## src/rtl/vga_rx_pkg.sv

```systemverilog
// ---------------------------------------------------------------------------
// vga_rx_pkg
// Shared definitions for the VGA receive-side sync decoder:
//   - lock FSM state encoding
//   - default 800x600@60 (40 MHz pixel clock) timing constants and the
//     derived line/frame totals
//   - position counter width and a saturating increment helper
// ---------------------------------------------------------------------------
package vga_rx_pkg;

    // Default 800x600@60 geometry
    localparam int H_ACTIVE_DEF = 800;
    localparam int H_FP_DEF     = 40;
    localparam int H_SYNC_DEF   = 128;
    localparam int H_BP_DEF     = 88;
    localparam int V_ACTIVE_DEF = 600;
    localparam int V_FP_DEF     = 1;
    localparam int V_SYNC_DEF   = 4;
    localparam int V_BP_DEF     = 23;

    localparam int H_TOTAL_DEF = H_ACTIVE_DEF + H_FP_DEF + H_SYNC_DEF + H_BP_DEF; // 1056
    localparam int V_TOTAL_DEF = V_ACTIVE_DEF + V_FP_DEF + V_SYNC_DEF + V_BP_DEF; // 628

    // Width of the recovered position counters and x/y outputs
    localparam int POS_W = 11;

    typedef enum logic [1:0] {
        ST_UNLOCKED = 2'd0,
        ST_MEASURE  = 2'd1,
        ST_LOCKED   = 2'd2
    } rx_state_e;

    // Increment that sticks at all-ones so a stream without syncs can never
    // wrap a counter back into the active window.
    function automatic logic [POS_W-1:0] sat_inc(input logic [POS_W-1:0] v);
        logic [POS_W-1:0] r;
        if (v == {POS_W{1'b1}}) begin
            r = v;
        end else begin
            r = v + 11'd1;
        end
        return r;
    endfunction

endpackage

```

## src/rtl/vga_sync_edge.sv

```systemverilog
// ---------------------------------------------------------------------------
// vga_sync_edge
// Registers one raw sync line, normalises it to active-high and flags its
// leading and trailing edges (combinational from the two-deep history).
// Ports:
//   pclk   in  pixel clock
//   rst_n  in  asynchronous active-low reset
//   sync   in  raw sync line from the VGA stream
//   lead   out normalised sync went 0 -> 1 on the latest sample
//   trail  out normalised sync went 1 -> 0 on the latest sample
// Parameter POL: 1 = raw sync active-high, 0 = active-low.
// ---------------------------------------------------------------------------
module vga_sync_edge #(
    parameter bit POL = 1'b1
) (
    input  logic pclk,
    input  logic rst_n,
    input  logic sync,
    output logic lead,
    output logic trail
);

    logic sync_r;
    logic prev_r;

    // Sample the raw line (polarity-normalised) and keep one cycle of history
    always_ff @(posedge pclk or negedge rst_n) begin
        if (!rst_n) begin
            sync_r <= 1'b0;
            prev_r <= 1'b0;
        end else begin
            sync_r <= sync ^ ~POL;
            prev_r <= sync_r;
        end
    end

    assign lead  = sync_r & ~prev_r;
    assign trail = ~sync_r & prev_r;

endmodule

```

## src/rtl/vga_sync_decoder.sv

```systemverilog
// ---------------------------------------------------------------------------
// vga_sync_decoder
// Receive-side VGA timing recovery: rebuilds pixel coordinates and a
// data-enable from the sync edges, checks the stream against the configured
// geometry, and reports lock, error pulses and a saturating error count.
//
// Ports:
//   pclk        in   pixel clock
//   rst_n       in   asynchronous active-low reset
//   hs_in       in   horizontal sync
//   vs_in       in   vertical sync
//   rgb_in      in   12-bit {r,g,b} pixel
//   x_out       out  recovered column (valid 0..H_ACTIVE-1 while de_out)
//   y_out       out  recovered row    (valid 0..V_ACTIVE-1 while de_out)
//   de_out      out  active-video qualifier, only while locked
//   rgb_out     out  rgb_in delayed to line up with x_out/y_out/de_out
//   frame_start out  one-cycle pulse on the first active pixel (locked only)
//   locked      out  timing lock indicator
//   err         out  one-cycle pulse per timing violation
//   err_cnt     out  saturating count of err pulses
//   frame_sum   out  per-frame active-pixel checksum
//
// Optional feature macro VGA_RX_CHECKSUM_EN: when defined, frame_sum carries
// the modulo-2^16 sum of {4'b0,rgb} over each frame's active pixels; when
// undefined frame_sum is tied to 0.
//
// Pipeline: a sample taken at edge N is in the input registers after N,
// its hpos/vpos exist after N+1, and rgb/x/y/de leave the block at N+2.
// ---------------------------------------------------------------------------
module vga_sync_decoder
    import vga_rx_pkg::*;
#(
    parameter int H_ACTIVE    = H_ACTIVE_DEF,
    parameter int H_FP        = H_FP_DEF,
    parameter int H_SYNC      = H_SYNC_DEF,
    parameter int H_BP        = H_BP_DEF,
    parameter int V_ACTIVE    = V_ACTIVE_DEF,
    parameter int V_FP        = V_FP_DEF,
    parameter int V_SYNC      = V_SYNC_DEF,
    parameter int V_BP        = V_BP_DEF,
    parameter bit SYNC_POL    = 1'b1,
    parameter int LOCK_FRAMES = 2
) (
    input  logic        pclk,
    input  logic        rst_n,
    input  logic        hs_in,
    input  logic        vs_in,
    input  logic [11:0] rgb_in,
    output logic [10:0] x_out,
    output logic [10:0] y_out,
    output logic        de_out,
    output logic [11:0] rgb_out,
    output logic        frame_start,
    output logic        locked,
    output logic        err,
    output logic [7:0]  err_cnt,
    output logic [15:0] frame_sum
);

    localparam int H_TOTAL = H_ACTIVE + H_FP + H_SYNC + H_BP;
    localparam int V_TOTAL = V_ACTIVE + V_FP + V_SYNC + V_BP;

    localparam logic [POS_W-1:0] H_OFS      = POS_W'(H_SYNC + H_BP);
    localparam logic [POS_W-1:0] H_LAST_ACT = POS_W'(H_SYNC + H_BP + H_ACTIVE - 1);
    localparam logic [POS_W-1:0] V_OFS      = POS_W'(V_SYNC + V_BP);
    localparam logic [POS_W-1:0] V_LAST_ACT = POS_W'(V_SYNC + V_BP + V_ACTIVE - 1);
    localparam logic [POS_W-1:0] H_END      = POS_W'(H_TOTAL - 1);
    localparam logic [POS_W-1:0] H_MISS     = POS_W'(H_TOTAL);
    localparam logic [POS_W-1:0] V_END      = POS_W'(V_TOTAL - 1);
    localparam logic [POS_W-1:0] HS_END     = POS_W'(H_SYNC - 1);
    localparam logic [POS_W-1:0] VS_END     = POS_W'(V_SYNC - 1);
    localparam logic [7:0]       LOCK_N     = 8'(LOCK_FRAMES);

    // Edge flags for the current input sample
    logic hs_lead_s, hs_trail_s, vs_lead_s, vs_trail_s;

    // Pixel data pipeline
    logic [11:0] rgb_r;
    logic [11:0] rgb_d_r;

    // Position recovery
    logic [POS_W-1:0] hpos_r;
    logic [POS_W-1:0] vpos_r;
    logic             vs_pend_r;
    logic             h_seen_r;

    // Lock FSM
    rx_state_e  state_r;
    logic [7:0] good_r;
    logic       frame_bad_r;
    logic       locked_r;
    logic       err_r;
    logic [7:0] err_cnt_r;

    // Output registers
    logic [10:0] x_r;
    logic [10:0] y_r;
    logic        de_r;
    logic [11:0] rgb_out_r;
    logic        fs_r;

    // Violation terms
    logic h_len_bad_s, h_wid_bad_s, v_len_bad_s, v_wid_bad_s, h_miss_s;
    logic checking_s, viol_s;
    logic h_act_s, v_act_s, first_px_s;

    vga_sync_edge #(.POL(SYNC_POL)) u_hs_edge (
        .pclk  (pclk),
        .rst_n (rst_n),
        .sync  (hs_in),
        .lead  (hs_lead_s),
        .trail (hs_trail_s)
    );

    vga_sync_edge #(.POL(SYNC_POL)) u_vs_edge (
        .pclk  (pclk),
        .rst_n (rst_n),
        .sync  (vs_in),
        .lead  (vs_lead_s),
        .trail (vs_trail_s)
    );

    // Pixel data: one input register plus one stage to meet the hpos/vpos stage
    always_ff @(posedge pclk or negedge rst_n) begin
        if (!rst_n) begin
            rgb_r   <= 12'd0;
            rgb_d_r <= 12'd0;
        end else begin
            rgb_r   <= rgb_in;
            rgb_d_r <= rgb_r;
        end
    end

    // Line/frame position counters recovered from the sync edges
    always_ff @(posedge pclk or negedge rst_n) begin
        if (!rst_n) begin
            hpos_r    <= 11'd0;
            vpos_r    <= 11'd0;
            vs_pend_r <= 1'b0;
            h_seen_r  <= 1'b0;
        end else begin
            if (hs_lead_s) begin
                hpos_r   <= 11'd0;
                h_seen_r <= 1'b1;
                // Row 0 starts on the line carrying (or first after) the vsync edge
                if (vs_lead_s || vs_pend_r) begin
                    vpos_r <= 11'd0;
                end else begin
                    vpos_r <= sat_inc(vpos_r);
                end
                vs_pend_r <= 1'b0;
            end else begin
                hpos_r <= sat_inc(hpos_r);
                if (vs_lead_s) begin
                    vs_pend_r <= 1'b1;
                end
            end
        end
    end

    // Geometry checks; edges are tested against the counter value of the
    // previous sample, i.e. the last pixel index of the finished line/frame.
    // The very first hsync after reset has no measured line behind it.
    assign checking_s  = (state_r != ST_UNLOCKED);
    assign h_len_bad_s = hs_lead_s & h_seen_r & (hpos_r != H_END);
    assign h_wid_bad_s = hs_trail_s & (hpos_r != HS_END);
    assign v_len_bad_s = vs_lead_s & (vpos_r != V_END);
    assign v_wid_bad_s = vs_trail_s & (vpos_r != VS_END);
    assign h_miss_s    = (state_r == ST_LOCKED) & (hpos_r == H_MISS);
    assign viol_s      = checking_s &
                         (h_len_bad_s | h_wid_bad_s | v_len_bad_s | v_wid_bad_s | h_miss_s);

    // Lock FSM with error pulse and saturating error counter
    always_ff @(posedge pclk or negedge rst_n) begin
        if (!rst_n) begin
            state_r     <= ST_UNLOCKED;
            good_r      <= 8'd0;
            frame_bad_r <= 1'b0;
            locked_r    <= 1'b0;
            err_r       <= 1'b0;
            err_cnt_r   <= 8'd0;
        end else begin
            err_r <= viol_s;
            if (viol_s && (err_cnt_r != 8'hFF)) begin
                err_cnt_r <= err_cnt_r + 8'd1;
            end

            case (state_r)
                ST_UNLOCKED: begin
                    good_r      <= 8'd0;
                    frame_bad_r <= 1'b0;
                    locked_r    <= 1'b0;
                    if (vs_lead_s) begin
                        state_r <= ST_MEASURE;
                    end
                end
                ST_MEASURE: begin
                    // A frame is clean only if nothing went wrong since its vsync
                    frame_bad_r <= vs_lead_s ? 1'b0 : (frame_bad_r | viol_s);
                    if (viol_s) begin
                        good_r <= 8'd0;
                    end else if (vs_lead_s) begin
                        if (frame_bad_r) begin
                            good_r <= 8'd0;
                        end else if ((good_r + 8'd1) >= LOCK_N) begin
                            good_r   <= 8'd0;
                            state_r  <= ST_LOCKED;
                            locked_r <= 1'b1;
                        end else begin
                            good_r <= good_r + 8'd1;
                        end
                    end
                end
                ST_LOCKED: begin
                    if (viol_s) begin
                        state_r  <= ST_UNLOCKED;
                        locked_r <= 1'b0;
                        good_r   <= 8'd0;
                    end
                end
                default: begin
                    state_r  <= ST_UNLOCKED;
                    locked_r <= 1'b0;
                    good_r   <= 8'd0;
                end
            endcase
        end
    end

    assign h_act_s    = (hpos_r >= H_OFS) && (hpos_r <= H_LAST_ACT);
    assign v_act_s    = (vpos_r >= V_OFS) && (vpos_r <= V_LAST_ACT);
    assign first_px_s = (hpos_r == H_OFS) && (vpos_r == V_OFS);

    // Output stage: coordinates always track, qualifiers only while locked
    always_ff @(posedge pclk or negedge rst_n) begin
        if (!rst_n) begin
            x_r       <= 11'd0;
            y_r       <= 11'd0;
            de_r      <= 1'b0;
            rgb_out_r <= 12'd0;
            fs_r      <= 1'b0;
        end else begin
            x_r       <= hpos_r - H_OFS;
            y_r       <= vpos_r - V_OFS;
            de_r      <= h_act_s & v_act_s & locked_r;
            rgb_out_r <= rgb_d_r;
            fs_r      <= first_px_s & locked_r;
        end
    end

`ifdef VGA_RX_CHECKSUM_EN
    localparam logic [10:0] X_LAST = 11'(H_ACTIVE - 1);
    localparam logic [10:0] Y_LAST = 11'(V_ACTIVE - 1);

    logic [15:0] acc_r;
    logic [15:0] frame_sum_r;
    logic [15:0] sum_next_s;

    // The first pixel of a frame restarts the sum instead of adding to it
    assign sum_next_s = fs_r ? {4'b0000, rgb_out_r} : (acc_r + {4'b0000, rgb_out_r});

    // Accumulate active pixels and publish the total after the last one
    always_ff @(posedge pclk or negedge rst_n) begin
        if (!rst_n) begin
            acc_r       <= 16'd0;
            frame_sum_r <= 16'd0;
        end else begin
            if (de_r) begin
                acc_r <= sum_next_s;
                if ((x_r == X_LAST) && (y_r == Y_LAST)) begin
                    frame_sum_r <= sum_next_s;
                end
            end
        end
    end

    assign frame_sum = frame_sum_r;
`else
    assign frame_sum = 16'd0;
`endif

    assign x_out       = x_r;
    assign y_out       = y_r;
    assign de_out      = de_r;
    assign rgb_out     = rgb_out_r;
    assign frame_start = fs_r;
    assign locked      = locked_r;
    assign err         = err_r;
    assign err_cnt     = err_cnt_r;

endmodule

```

## config.mk

```make
export PLATFORM = sky130hd
export DESIGN_NAME = vga_sync_decoder
export DESIGN_NICKNAME = d
export VERILOG_FILES = /design/src/rtl/vga_rx_pkg.sv /design/src/rtl/vga_sync_edge.sv /design/src/rtl/vga_sync_decoder.sv
export SDC_FILE = /design/constraint.sdc
export NUM_CORES = 1
export LEC_CHECK = 0
export CORE_UTILIZATION = 56
export CTS_CLUSTER_DIAMETER = 80
export DETAILED_ROUTE_END_ITERATION = 12
export GPL_TIMING_DRIVEN = 1
export HOLD_SLACK_MARGIN = 0.02
export PLACE_DENSITY = 0.91
export SLEW_MARGIN = 20
export SYNTH_ARGS = -nofsm -noshare
export SYNTH_HDL_FRONTEND = slang
export SYNTH_SLANG_ARGS = --single-unit
export TNS_END_PERCENT = 30
```

## constraint.sdc

```tcl
create_clock -name pclk -period 4.93 [get_ports pclk]
set_clock_uncertainty 0.2 [all_clocks]
set_input_delay 1.479 -clock pclk [delete_from_list [all_inputs] [get_ports pclk]]
set_output_delay 1.479 -clock pclk [all_outputs]
set_load 0.01 [all_outputs]
```

==> flow_summary.yaml <==
status:
  outcome: "finished, final reports clean"
setup_path:
  critPathLaunchType: "flip-flop"
  crit_fanout: 21
  r2r-end: "err_cnt[1]"
  rr_worst_depth: 7
  cp.arrival_ns: 3.35
  required_ns: 4.98
  crit_type: "reg -> reg"
  r2r-start: "vpos_r[1]"
  critPathCaptureType: "flip-flop"
  rrSetupSlack_ns: 1.63
logic_synthesis:
  synth_area_leaders: "dfrtp_1, xnor2_1, xor2_1"
  synth_largest_area_cell: "dfrtp_1"
  synth_seq_cells: 109
  synth_top_cell_area_share_pct: 61.1
  ys_seq_area_share_pct: 61.1
  async_flop_share_pct: 100
  ys.flop_type: "dfrtp_1"
  yosys_warnings: 0
  syn_area_per_cell_um2: 11.8
  syn_area_um2: 4460
  synth_cell_types: 48
  synth_edf_count: 0
  synth_cells: 379
clock_tree:
  cts.hold.buffers_added: 0
  cts_inserted_buffers: 9
  cts_setup_buffers: 0
  cts.sinks: 109
  cts_buffer_depth: 2
  path_clk_slew_ns: 0.10
  cts_tree: "done"
  cts-root-buf: "clkbuf_8"
  clk_latency_ns: 0.36
  h-tree-depth: 3
  ctsResizeCount: 0
cells_and_area:
  final_cell_mix: "dfrtp_1, clkdlybuf4s50_1, nor2_1"
  mostFrequentLayoutCell: "dfrtp_1"
  area_growth_pct: 17.8
  diodes: 0
  layout.nets: 458
  drive_gt1_share_pct: 6.64
sta:
  fin_ws_ns: 1.63
  fin_hold_ws_ns: 0.151
  setup_viol: 0
  max_slew_margin_pct: 38.8
  min_period_ns: 3.30
  hold_viol_final: 0
  drv_slew: 0
  clock.fmax_mhz: 303
  rsz0062_at_grt: "false"
  tightest_slew_ns: 0.918
  final.setup.tns_ns: 0
  period_share_pct: 66.9
floorplan:
  die_y_um: 91.3
  coreArea_um2: 7730
  start_util_pct: 57.8
  rows: 32
  ios: 78
  die-area_um2: 8330
  die_w_um: 91.3
drt:
  ant_nets: 0
  dr.pass1.iters: 4
  drc_errors: 0
  wirelength_um: 7910
  drt_iter0_drc: 181
  dr_total_vias: 2900
  via_per_inst: 5.38
  wl_per_cell_um: 14.7
grt:
  grt_pass1_vias: 2853
  antenna_found_initial: 0
  grt_max_degree: 78
  grt.total_usage_pct: 20.9
  grt_pass1_wl_um: 13600
  grt_overflow_total: 0
hold_path:
  hold_start: "rgb_d_r[10]"
  min_to: "rgb_out[10]"
  hold_path.class: "reg -> reg"
  hold-path-cell-count: 0
placement:
  io_buffer_count: 61
  pre_cts_slack_ns: 1.69
  dp_hpwl_um: 5490
  globalplace.congestion: 0.937
power:
  vdd_drop_max_mv: 0.258
  power_density_nw_per_um2: 375
  p_leak_nw: 2.30
job:
  cap_violations: 0
## metrics by stage
step | total power, mW | cells | area [µm²] | utilization, %
3_3_place_gp | 1.42 | 524 | 5050 | 65.4
4_1_cts | 1.99 | 539 | 5260 | 68.0
2_1_floorplan | 1.24 | 394 | 4520 | -
5_1_grt | 2.06 | 539 | 5260 | 68.0
6_report | 1.97 | 539 | 5260 | 68.0
3_5_place_dp | 1.44 | 524 | 5050 | 65.4
## state kept, by name (all words and copies together), names as in the netlist
name,count
rgb_d_r,12
rgb_out,12
rgb_r,12
hpos_r,11
vpos_r,11
x_out,11
y_out,11
err_cnt,8
good_r,8
state_r,2
de_out,1
err,1
frame_bad_r,1
frame_start,1
h_seen_r,1
locked,1
u_hs_edge.prev_r,1
u_hs_edge.sync_r,1
u_vs_edge.prev_r,1
u_vs_edge.sync_r,1
vs_pend_r,1
## report_power, final
| part | internal [mW] | switching (mW) | total [mW] | leakage (nW) |
|---|---|---|---|---|
| clock network | 0.253 | 0.294 | 0.547 | 0.101 |
| registers | 0.985 | 0.0901 | 1.07 | 1.32 |
| logic | 0.186 | 0.163 | 0.348 | 0.878 |
## metal layers
layer / vias to the layer above / track usage (%) / part of all wire, %
li1: 1366 / - / -
met1: 1414 / 29.4 / 44
met2: 108 / 33.0 / 49
met3: 12 / 3.85 / 5.4
met4: 0 / 7.01 / 1.6
met5: - / 0 / 0
## cell families (layout without fill, tap and decap cells)
| family | Yosys count | count (layout) | share of synthesized area, % |
|---|---|---|---|
| and+or+nand+nor | 136 | 136 | 16.8 |
| DFF | 109 | 109 | 61.1 |
| buffers and inverters | 47 | 90 | 5.97 |
| AOI/OAI and AO/OA | 38 | 38 | 5.55 |
| xor gates and xnor gates | 36 | 36 | 7.06 |
| adders and majority gates | 9 | 9 | 2.52 |
| muxes | 3 | 3 | 0.841 |
| other | 1 | 16 | 0.0840 |
## area by class of cell
type	count	area (µm²)
multi-input cells	238	1530
repair buffers	64	631
flip-flops and latches	109	2730
clock inverters	5	66.3
well taps	102	128
fillers	569	2470
clock buffers	10	138
inverters	11	41.3
## worst max-delay path by stage
stage          cells after the start      start  slack [ns]          to
3_3_place_gp                       7  vpos_r[1]        1.89  err_cnt[1]
6_report                           7  vpos_r[1]        1.63  err_cnt[1]
5_1_grt                            7  vpos_r[1]        1.44  err_cnt[1]
2_1_floorplan                      8  vpos_r[1]        2.34  err_cnt[7]
3_5_place_dp                       7  vpos_r[1]        1.69  err_cnt[1]
4_1_cts                            7  vpos_r[1]        1.64  err_cnt[1]
## cells in the mapped netlist, types with 2 or more instances
cell type / count
nand3_1: 12
nor2_1: 33
ha_1: 9
a211oi_1: 2
clkbuf_1: 12
a31oi_1: 4
nor4b_1: 2
nor3b_1: 2
or2_2: 3
nand2b_1: 8
a21oi_1: 10
nor2b_1: 5
buf_2: 3
a311oi_1: 4
and3_1: 15
nand4b_1: 4
nor4_1: 8
mux2_2: 2
nor3_1: 12
and4_1: 3
buf_6: 3
nand4_1: 9
xor2_1: 17
nand2_1: 13
o21ai_1: 2
inv_1: 11
buf_4: 17
xnor2_1: 19
dfrtp_1: 109
o21ai_0: 8
## critical path: stages, from the launching register on
cell and delay, ns:
dfrtp_1 0.47, ha_1 0.32, or4b_1 0.52, nor4_1 0.29, o22ai_1 0.13, and4bb_1 0.74, nor3_1 0.21, mux2_2 0.31
Note: power is estimated with default switching activity, not from simulation.
